**config.mk**
```make
export PLATFORM = sky130hd
export DESIGN_NAME = s_port_frame_ctrl
export DESIGN_NICKNAME = d
export VERILOG_FILES = /design/src/rtl/s_port_frame_ctrl.sv
export SDC_FILE = /design/constraint.sdc
export NUM_CORES = 1
export LEC_CHECK = 0
export ABC_CLOCK_PERIOD_IN_PS = 3900
export CAP_MARGIN = 5
export CORE_MARGIN = 5
export CORE_UTILIZATION = 44
export DETAILED_ROUTE_END_ITERATION = 10
export PLACE_DENSITY = 0.56
export SYNTH_ARGS = -nofsm -noshare
export SYNTH_HDL_FRONTEND = slang
export SYNTH_SLANG_ARGS = --single-unit
export TNS_END_PERCENT = 100
```
**constraint.sdc**
```tcl
create_clock -name clk -period 3.9 [get_ports clk]
set_input_delay 0.39 -clock clk [delete_from_list [all_inputs] [get_ports clk]]
set_output_delay 0.39 -clock clk [all_outputs]
set_load 0.05 [all_outputs]
```
**src/rtl/s_port_frame_ctrl.sv**
```systemverilog
// s_port_frame_ctrl
// -----------------------------------------------------------------------------
// Frame sequencer placed behind the serial-port byte receiver. It hunts for a
// HEADER byte and then collects ADDR, LEN, LEN payload bytes and, when enabled,
// a CKSUM byte. The payload is held in a small buffer. It is written out as a
// burst of register writes only after the whole frame has been validated.
// Parity failures, bad lengths, checksum mismatches and inter-byte timeouts
// abort the frame. Each abort pulses frame_err, updates err_code and bumps
// err_cnt.
//
// Optional feature macro: S_PORT_FRAME_CKSUM_EN
//   defined   : a CKSUM byte follows the payload. It must equal
//               (ADDR + LEN + sum of DATA) mod 256. A mismatch aborts with
//               code 3.
//   undefined : there is no CKSUM byte. DATA goes straight to COMMIT.
//
// Parameters
//   HEADER        frame start byte
//   MAX_LEN       largest accepted payload length (1..32). It also sets the
//                 buffer depth.
//   TIMEOUT_VALUE clk cycles allowed between accepted bytes inside a frame.
//                 Must be 2 or more.
//
// Ports
//   clk         system clock
//   reset       synchronous, active-high
//   byte_in     received byte
//   byte_in_en  one-cycle strobe; byte_in and parity_ok are valid
//   parity_ok   parity result for byte_in
//   wr_addr     register write address (ADDR + i, wraps at 8 bits)
//   wr_data     register write data (buffer[i])
//   wr_en       write strobe, one cycle per payload byte
//   frame_done  one-cycle pulse after the last write of a committed frame
//   frame_err   one-cycle pulse when a frame is aborted
//   err_code    last error: 0 timeout, 1 parity, 2 length, 3 checksum
//   err_cnt     aborted-frame count, saturates at 255
//   busy        high in every state except IDLE
// -----------------------------------------------------------------------------
module s_port_frame_ctrl #(
    parameter logic [7:0]  HEADER        = 8'hAA,
    parameter logic [5:0]  MAX_LEN       = 6'd32,
    parameter logic [19:0] TIMEOUT_VALUE = 20'hFFFFF
) (
    input  logic       clk,
    input  logic       reset,
    input  logic [7:0] byte_in,
    input  logic       byte_in_en,
    input  logic       parity_ok,
    output logic [7:0] wr_addr,
    output logic [7:0] wr_data,
    output logic       wr_en,
    output logic       frame_done,
    output logic       frame_err,
    output logic [1:0] err_code,
    output logic [7:0] err_cnt,
    output logic       busy
);

    localparam int AW = (MAX_LEN > 6'd1) ? $clog2(MAX_LEN) : 1;
    localparam logic [7:0]  MAX_LEN_B    = {2'b00, MAX_LEN};
    // The gap counter starts at 0 in the first cycle after an accepted byte.
    // The abort is registered, so it fires when the incremented count reaches
    // TIMEOUT_VALUE-1. That puts frame_err exactly TIMEOUT_VALUE cycles after
    // the last accepted strobe.
    localparam logic [19:0] TIMEOUT_LAST = TIMEOUT_VALUE - 20'd1;

    typedef enum logic [2:0] {
        ST_IDLE,
        ST_ADDR,
        ST_LEN,
        ST_DATA,
`ifdef S_PORT_FRAME_CKSUM_EN
        ST_CKSUM,
`endif
        ST_COMMIT
    } state_t;

    state_t      state_q, state_d;
    logic [7:0]  addr_q, addr_d;
    logic [7:0]  len_q, len_d;
    logic [7:0]  idx_q, idx_d;
    logic [19:0] timer_q, timer_d;
    logic [7:0]  wr_addr_q, wr_addr_d;
    logic [7:0]  wr_data_q;
    logic        wr_en_q, wr_en_d;
    logic        frame_done_q, frame_done_d;
    logic        frame_err_q, frame_err_d;
    logic [1:0]  err_code_q, err_code_d;
    logic [7:0]  err_cnt_q, err_cnt_d;
    logic        busy_q, busy_d;
`ifdef S_PORT_FRAME_CKSUM_EN
    logic [7:0]  sum_q, sum_d;
`endif

    logic        buf_we;
    logic        rd_en;
    logic        abort;
    logic [1:0]  abort_code;

    // Payload buffer. There is no reset: contents are only read back after a
    // complete, validated frame has overwritten every entry in use.
    logic [7:0]  frame_buf [0:MAX_LEN-1];

    always_comb begin
        state_d      = state_q;
        addr_d       = addr_q;
        len_d        = len_q;
        idx_d        = idx_q;
        timer_d      = timer_q;
        wr_addr_d    = wr_addr_q;
        wr_en_d      = 1'b0;
        frame_done_d = 1'b0;
        frame_err_d  = 1'b0;
        err_code_d   = err_code_q;
        err_cnt_d    = err_cnt_q;
        buf_we       = 1'b0;
        rd_en        = 1'b0;
        abort        = 1'b0;
        abort_code   = 2'd0;
`ifdef S_PORT_FRAME_CKSUM_EN
        sum_d        = sum_q;
`endif

        case (state_q)
            ST_IDLE: begin
                timer_d = 20'd0;
                // Anything other than a clean header is ignored silently.
                if (byte_in_en && parity_ok && (byte_in == HEADER)) begin
                    state_d = ST_ADDR;
                end
            end

            ST_COMMIT: begin
                // Strobes arriving here are dropped on purpose.
                timer_d = 20'd0;
                if (idx_q < len_q) begin
                    wr_en_d   = 1'b1;
                    wr_addr_d = addr_q + idx_q;
                    rd_en     = 1'b1;
                    idx_d     = idx_q + 8'd1;
                end else begin
                    frame_done_d = 1'b1;
                    state_d      = ST_IDLE;
                end
            end

            default: begin
                // ADDR / LEN / DATA / CKSUM: in-frame byte collection.
                if (byte_in_en) begin
                    timer_d = 20'd0;
                    if (!parity_ok) begin
                        // Parity failure outranks length and checksum checks.
                        abort      = 1'b1;
                        abort_code = 2'd1;
                    end else begin
                        case (state_q)
                            ST_ADDR: begin
                                addr_d  = byte_in;
`ifdef S_PORT_FRAME_CKSUM_EN
                                sum_d   = byte_in;
`endif
                                state_d = ST_LEN;
                            end
                            ST_LEN: begin
                                if ((byte_in == 8'd0) || (byte_in > MAX_LEN_B)) begin
                                    abort      = 1'b1;
                                    abort_code = 2'd2;
                                end else begin
                                    len_d   = byte_in;
                                    idx_d   = 8'd0;
`ifdef S_PORT_FRAME_CKSUM_EN
                                    sum_d   = sum_q + byte_in;
`endif
                                    state_d = ST_DATA;
                                end
                            end
                            ST_DATA: begin
                                buf_we = 1'b1;
                                idx_d  = idx_q + 8'd1;
`ifdef S_PORT_FRAME_CKSUM_EN
                                sum_d  = sum_q + byte_in;
`endif
                                if (idx_q == (len_q - 8'd1)) begin
`ifdef S_PORT_FRAME_CKSUM_EN
                                    state_d = ST_CKSUM;
`else
                                    idx_d   = 8'd0;
                                    state_d = ST_COMMIT;
`endif
                                end
                            end
`ifdef S_PORT_FRAME_CKSUM_EN
                            ST_CKSUM: begin
                                if (byte_in != sum_q) begin
                                    abort      = 1'b1;
                                    abort_code = 2'd3;
                                end else begin
                                    idx_d   = 8'd0;
                                    state_d = ST_COMMIT;
                                end
                            end
`endif
                            default: begin
                            end
                        endcase
                    end
                end else begin
                    timer_d = timer_q + 20'd1;
                    if (timer_d == TIMEOUT_LAST) begin
                        abort      = 1'b1;
                        abort_code = 2'd0;
                    end
                end

                if (abort) begin
                    state_d     = ST_IDLE;
                    frame_err_d = 1'b1;
                    err_code_d  = abort_code;
                    if (err_cnt_q != 8'hFF) begin
                        err_cnt_d = err_cnt_q + 8'd1;
                    end
                end
            end
        endcase

        busy_d = (state_d != ST_IDLE);
    end

    always_ff @(posedge clk) begin
        if (reset) begin
            state_q      <= ST_IDLE;
            addr_q       <= 8'd0;
            len_q        <= 8'd0;
            idx_q        <= 8'd0;
            timer_q      <= 20'd0;
            wr_addr_q    <= 8'd0;
            wr_en_q      <= 1'b0;
            frame_done_q <= 1'b0;
            frame_err_q  <= 1'b0;
            err_code_q   <= 2'd0;
            err_cnt_q    <= 8'd0;
            busy_q       <= 1'b0;
`ifdef S_PORT_FRAME_CKSUM_EN
            sum_q        <= 8'd0;
`endif
        end else begin
            state_q      <= state_d;
            addr_q       <= addr_d;
            len_q        <= len_d;
            idx_q        <= idx_d;
            timer_q      <= timer_d;
            wr_addr_q    <= wr_addr_d;
            wr_en_q      <= wr_en_d;
            frame_done_q <= frame_done_d;
            frame_err_q  <= frame_err_d;
            err_code_q   <= err_code_d;
            err_cnt_q    <= err_cnt_d;
            busy_q       <= busy_d;
`ifdef S_PORT_FRAME_CKSUM_EN
            sum_q        <= sum_d;
`endif
        end
    end

    // Buffer write port.
    always_ff @(posedge clk) begin
        if (buf_we) begin
            frame_buf[idx_q[AW-1:0]] <= byte_in;
        end
    end

    // Registered buffer read. This register drives wr_data directly, so the
    // data lines up with wr_addr_q and wr_en_q.
    always_ff @(posedge clk) begin
        if (reset) begin
            wr_data_q <= 8'd0;
        end else if (rd_en) begin
            wr_data_q <= frame_buf[idx_q[AW-1:0]];
        end
    end

    assign wr_addr    = wr_addr_q;
    assign wr_data    = wr_data_q;
    assign wr_en      = wr_en_q;
    assign frame_done = frame_done_q;
    assign frame_err  = frame_err_q;
    assign err_code   = err_code_q;
    assign err_cnt    = err_cnt_q;
    assign busy       = busy_q;

endmodule

```
==> results.toml <==
[floorplanning]
core_region_area_sq_um = 31500
fp.dieH_um = 188
pin_count = 42
die_area_sq_um = 35500
rows = 65
floorplan.initialDensity = 0.445
die_x_um = 188

[timing]
setup_viol_count_final = 0
maxSlewViolCount = 0
final_worst_path_period_need_ns = 2.97
final.setup.worst_slack_ns = 0.930
finalClockSkew_ns = 0.0241
final_hold_viol_count = 0
fin_crit_sh = 0.761
fin_tns_setup_ns = 0
max_freq_mhz = 337
slew_headroom = 0.464
setup_repair_after_global_routing_missed_its_margin = "no"
worstMarginPinSlew_ns = 0.801

[global_route]
global_route_wire_length_before_repair_mm = 51.2
vias_in_the_first_global_route = 8327
globalRouteTotalUtil = 0.187
grt_antenna_before_repair = 0
grt.overflow.total = 0
grt_max_degree = 36

[worst_hold_path]
timing.hold.worst.class = "input port to register"
min-delay-start = "reset"

[clocking]
clock-sinks = 333
cts_hold_buffers = 0
post_cts.repair.setup_buffers = 0
cts_made_buffers = 37
worst_skew_pair.late_latency_ns = 0.54
cts.reportedPaths.clkPinSlew_ns = 0.06
cts_root_buf = "clkbuf_16"
tritoncts = "done"
cts_htree_levels = 2
post_cts_resize_count = 0
clockBufferDepth = 3

[yosys]
synth_nets = 976
synth_top_cell_area_share = 0.549
count_of_flip_flops_with_a_built_in_enable_after_synthesis = 256
synth-async-reset-ratio = 0
synthDominantAreaCellType = "edfxtp_1"
synth.yosys.warnings = 0
synth_cell_types = 69
syn-cell-area_sq_um = 14000
synth.top_cells.by_area = "edfxtp_1 (55%), dfxtp_1 (11%), mux4_2 (10%)"
synthTopCellsByCount = "edfxtp_1 (256), nor2_1 (105), dfxtp_1 (77)"
synthesis.instances = 940
synth_most_common_cell = "edfxtp_1"
postSynthRegisterBits = 333
syn_area_per_cell_sq_um = 14.9
synth-seq-area-share = 0.659
synth-main-ff-cell = "edfxtp_1"

[pwr]
power_density_nw_per_um2 = 466
clock_power_share = 0.473
p_total_mw = 7.69
combinational_share_of_power = 0.028
switching_power_summed_over_all_nets_mw = 1.64
power.static_leakage_nw = 5.37
pwr-share-seq = 0.499
power.internal_mw = 6.05
switching_share = 0.213
irDropWorstVdd_mv = 0.278

[worst_setup_path]
cp.buffers_inverters = 0
worstSetupPathDepth = 8
cp_cell_sequence = "ha_1 > nand4_1 > nor3b_1 > o21a_1 > o221ai_1 > o31a_1 > a31o_1 > or4b_1"
worst_setup_path_startpoint = "timer_q[0]"
reg2reg_to = "busy"
timing.rr.start = "timer_q[0]"
cp_top_family = "simple AND/OR/NAND/NOR gates"
worstPathArrival_ns = 3.37
crit_slowest_cell = "or4b_1"
setup.worst_path.class = "register to register"
cp_max_fo = 13
worst_path_largest_cell_delay_ns = 0.50
worstRegToRegCells = 8
crit_path_end_kind = "register"
critical_path_required_ns = 4.30
setup.reg_to_reg.worst_slack_ns = 0.93
worstSetupStartpointType = "register"
worst_setup_path_endpoint = "busy"

[placed_design]
globalplace.congestion = 0.796
portBuffers = 41
dp_worst_setup_slack_ns = 0.450
post-dp-hpwl_mm = 22.0
post_dp_cell_area_sq_um = 15200

[job]
maxCapViolations = 0

[cells_and_area]
area_growth_pct = 17.8
layout.cell_area.non_filler_sq_um = 16500
fillCellCount = 2606
finalNetCount = 1075
number_of_antenna_repair_diodes = 0
final_util = 0.524
drive_above_1_share = 0.186

[detailed_routing]
drt_first_iter_violations = 682
drtAntennaViolNets = 0
routed_wl_mm = 33.0
routedWlPerCell_um = 22.5
drt-vias-per-instance = 5.73
detailedRoute.firstPassIterationCount = 5
route.detailed.drc = 0
dr_total_vias = 8425

[run_status]
status = "finished, final reports clean"
## worst min-delay path by stage
stage / to / slack [ns] / cells after the start
2_1_floorplan: timer_q[0] / 0.45 / 1
3_3_place_gp: wr_addr[1] / 0.44 / 2
3_5_place_dp: wr_addr[1] / 0.45 / 2
4_1_cts: wr_data[7] / 0.37 / 2
5_1_grt: wr_data[0] / 0.40 / 2
6_report: wr_data[3] / 0.39 / 2
## metrics by stage
stage | cells | hold WS (ns)
global placement | 1402 | 0.443
CTS | 1470 | 0.375
floorplan | 940 | 0.452
detailed placement | 1402 | 0.451
finish | 1470 | 0.389
global route | 1470 | 0.398
## final cells by class
| class | count | area (sq um) | share of cell area |
|---|---|---|---|
| sequential | 333 | 9240 | 0.560 |
| multi-input combinational | 543 | 4530 | 0.275 |
| clock buffer | 46 | 980 | 0.0594 |
| timing repair buffer | 100 | 848 | 0.0514 |
| tap | 402 | 503 | 0.0305 |
| clock inverter | 22 | 309 | 0.0187 |
| inverter | 24 | 90.1 | 0.00546 |
## power groups by stage
stage / Combinational [mW] / Sequential (mW) / Clock (mW)
after floorplan: 0.103 / 3.90 / 0
after global placement: 0.215 / 3.91 / 0
after detailed placement: 0.219 / 3.91 / 0
after CTS: 0.219 / 3.83 / 3.71
after global routing: 0.240 / 3.83 / 3.88
final: 0.216 / 3.83 / 3.64
## placed cells by master (no fill, tap or decap), types with 27 or more instances in the layout
| master | n |
|---|---|
| edfxtp_1 | 256 |
| nor2_1 | 105 |
| dfxtp_1 | 75 |
| mux4_2 | 64 |
| buf_4 | 59 |
| clkdlybuf4s50_1 | 40 |
| nand2_1 | 39 |
| clkbuf_16 | 37 |
| a22oi_1 | 32 |
| mux2i_1 | 29 |
| nand3_1 | 27 |
## sequential cells by signal, summed over array words and instances, names as in the netlist
signal / cells
wr_addr: 8
err_cnt: 8
wr_en: 1
frame_buf: 256
state_q: 3
frame_done: 1
len_q: 8
busy: 1
frame_err: 1
addr_q: 8
err_code: 2
wr_data: 8
timer_q: 20
idx_q: 8
## per-layer routing
layer	global-route usage	vias to the layer above	part of all wire
li1	-	3870	-
met5	0	-	0
met4	0.0406	0	0.017
met1	0.272	4327	0.46
met3	0.0285	35	0.048
met2	0.303	193	0.48
## kinds of logic after synthesis
group | Yosys count | synth area share
compound gates | 117 | 0.0574
xor+xnor | 33 | 0.0206
fa+ha+maj | 24 | 0.0220
buf+inv | 64 | 0.0181
flops | 333 | 0.659
mux | 94 | 0.124
simple gates | 275 | 0.0982
Note: power is estimated with default switching activity, not from simulation.
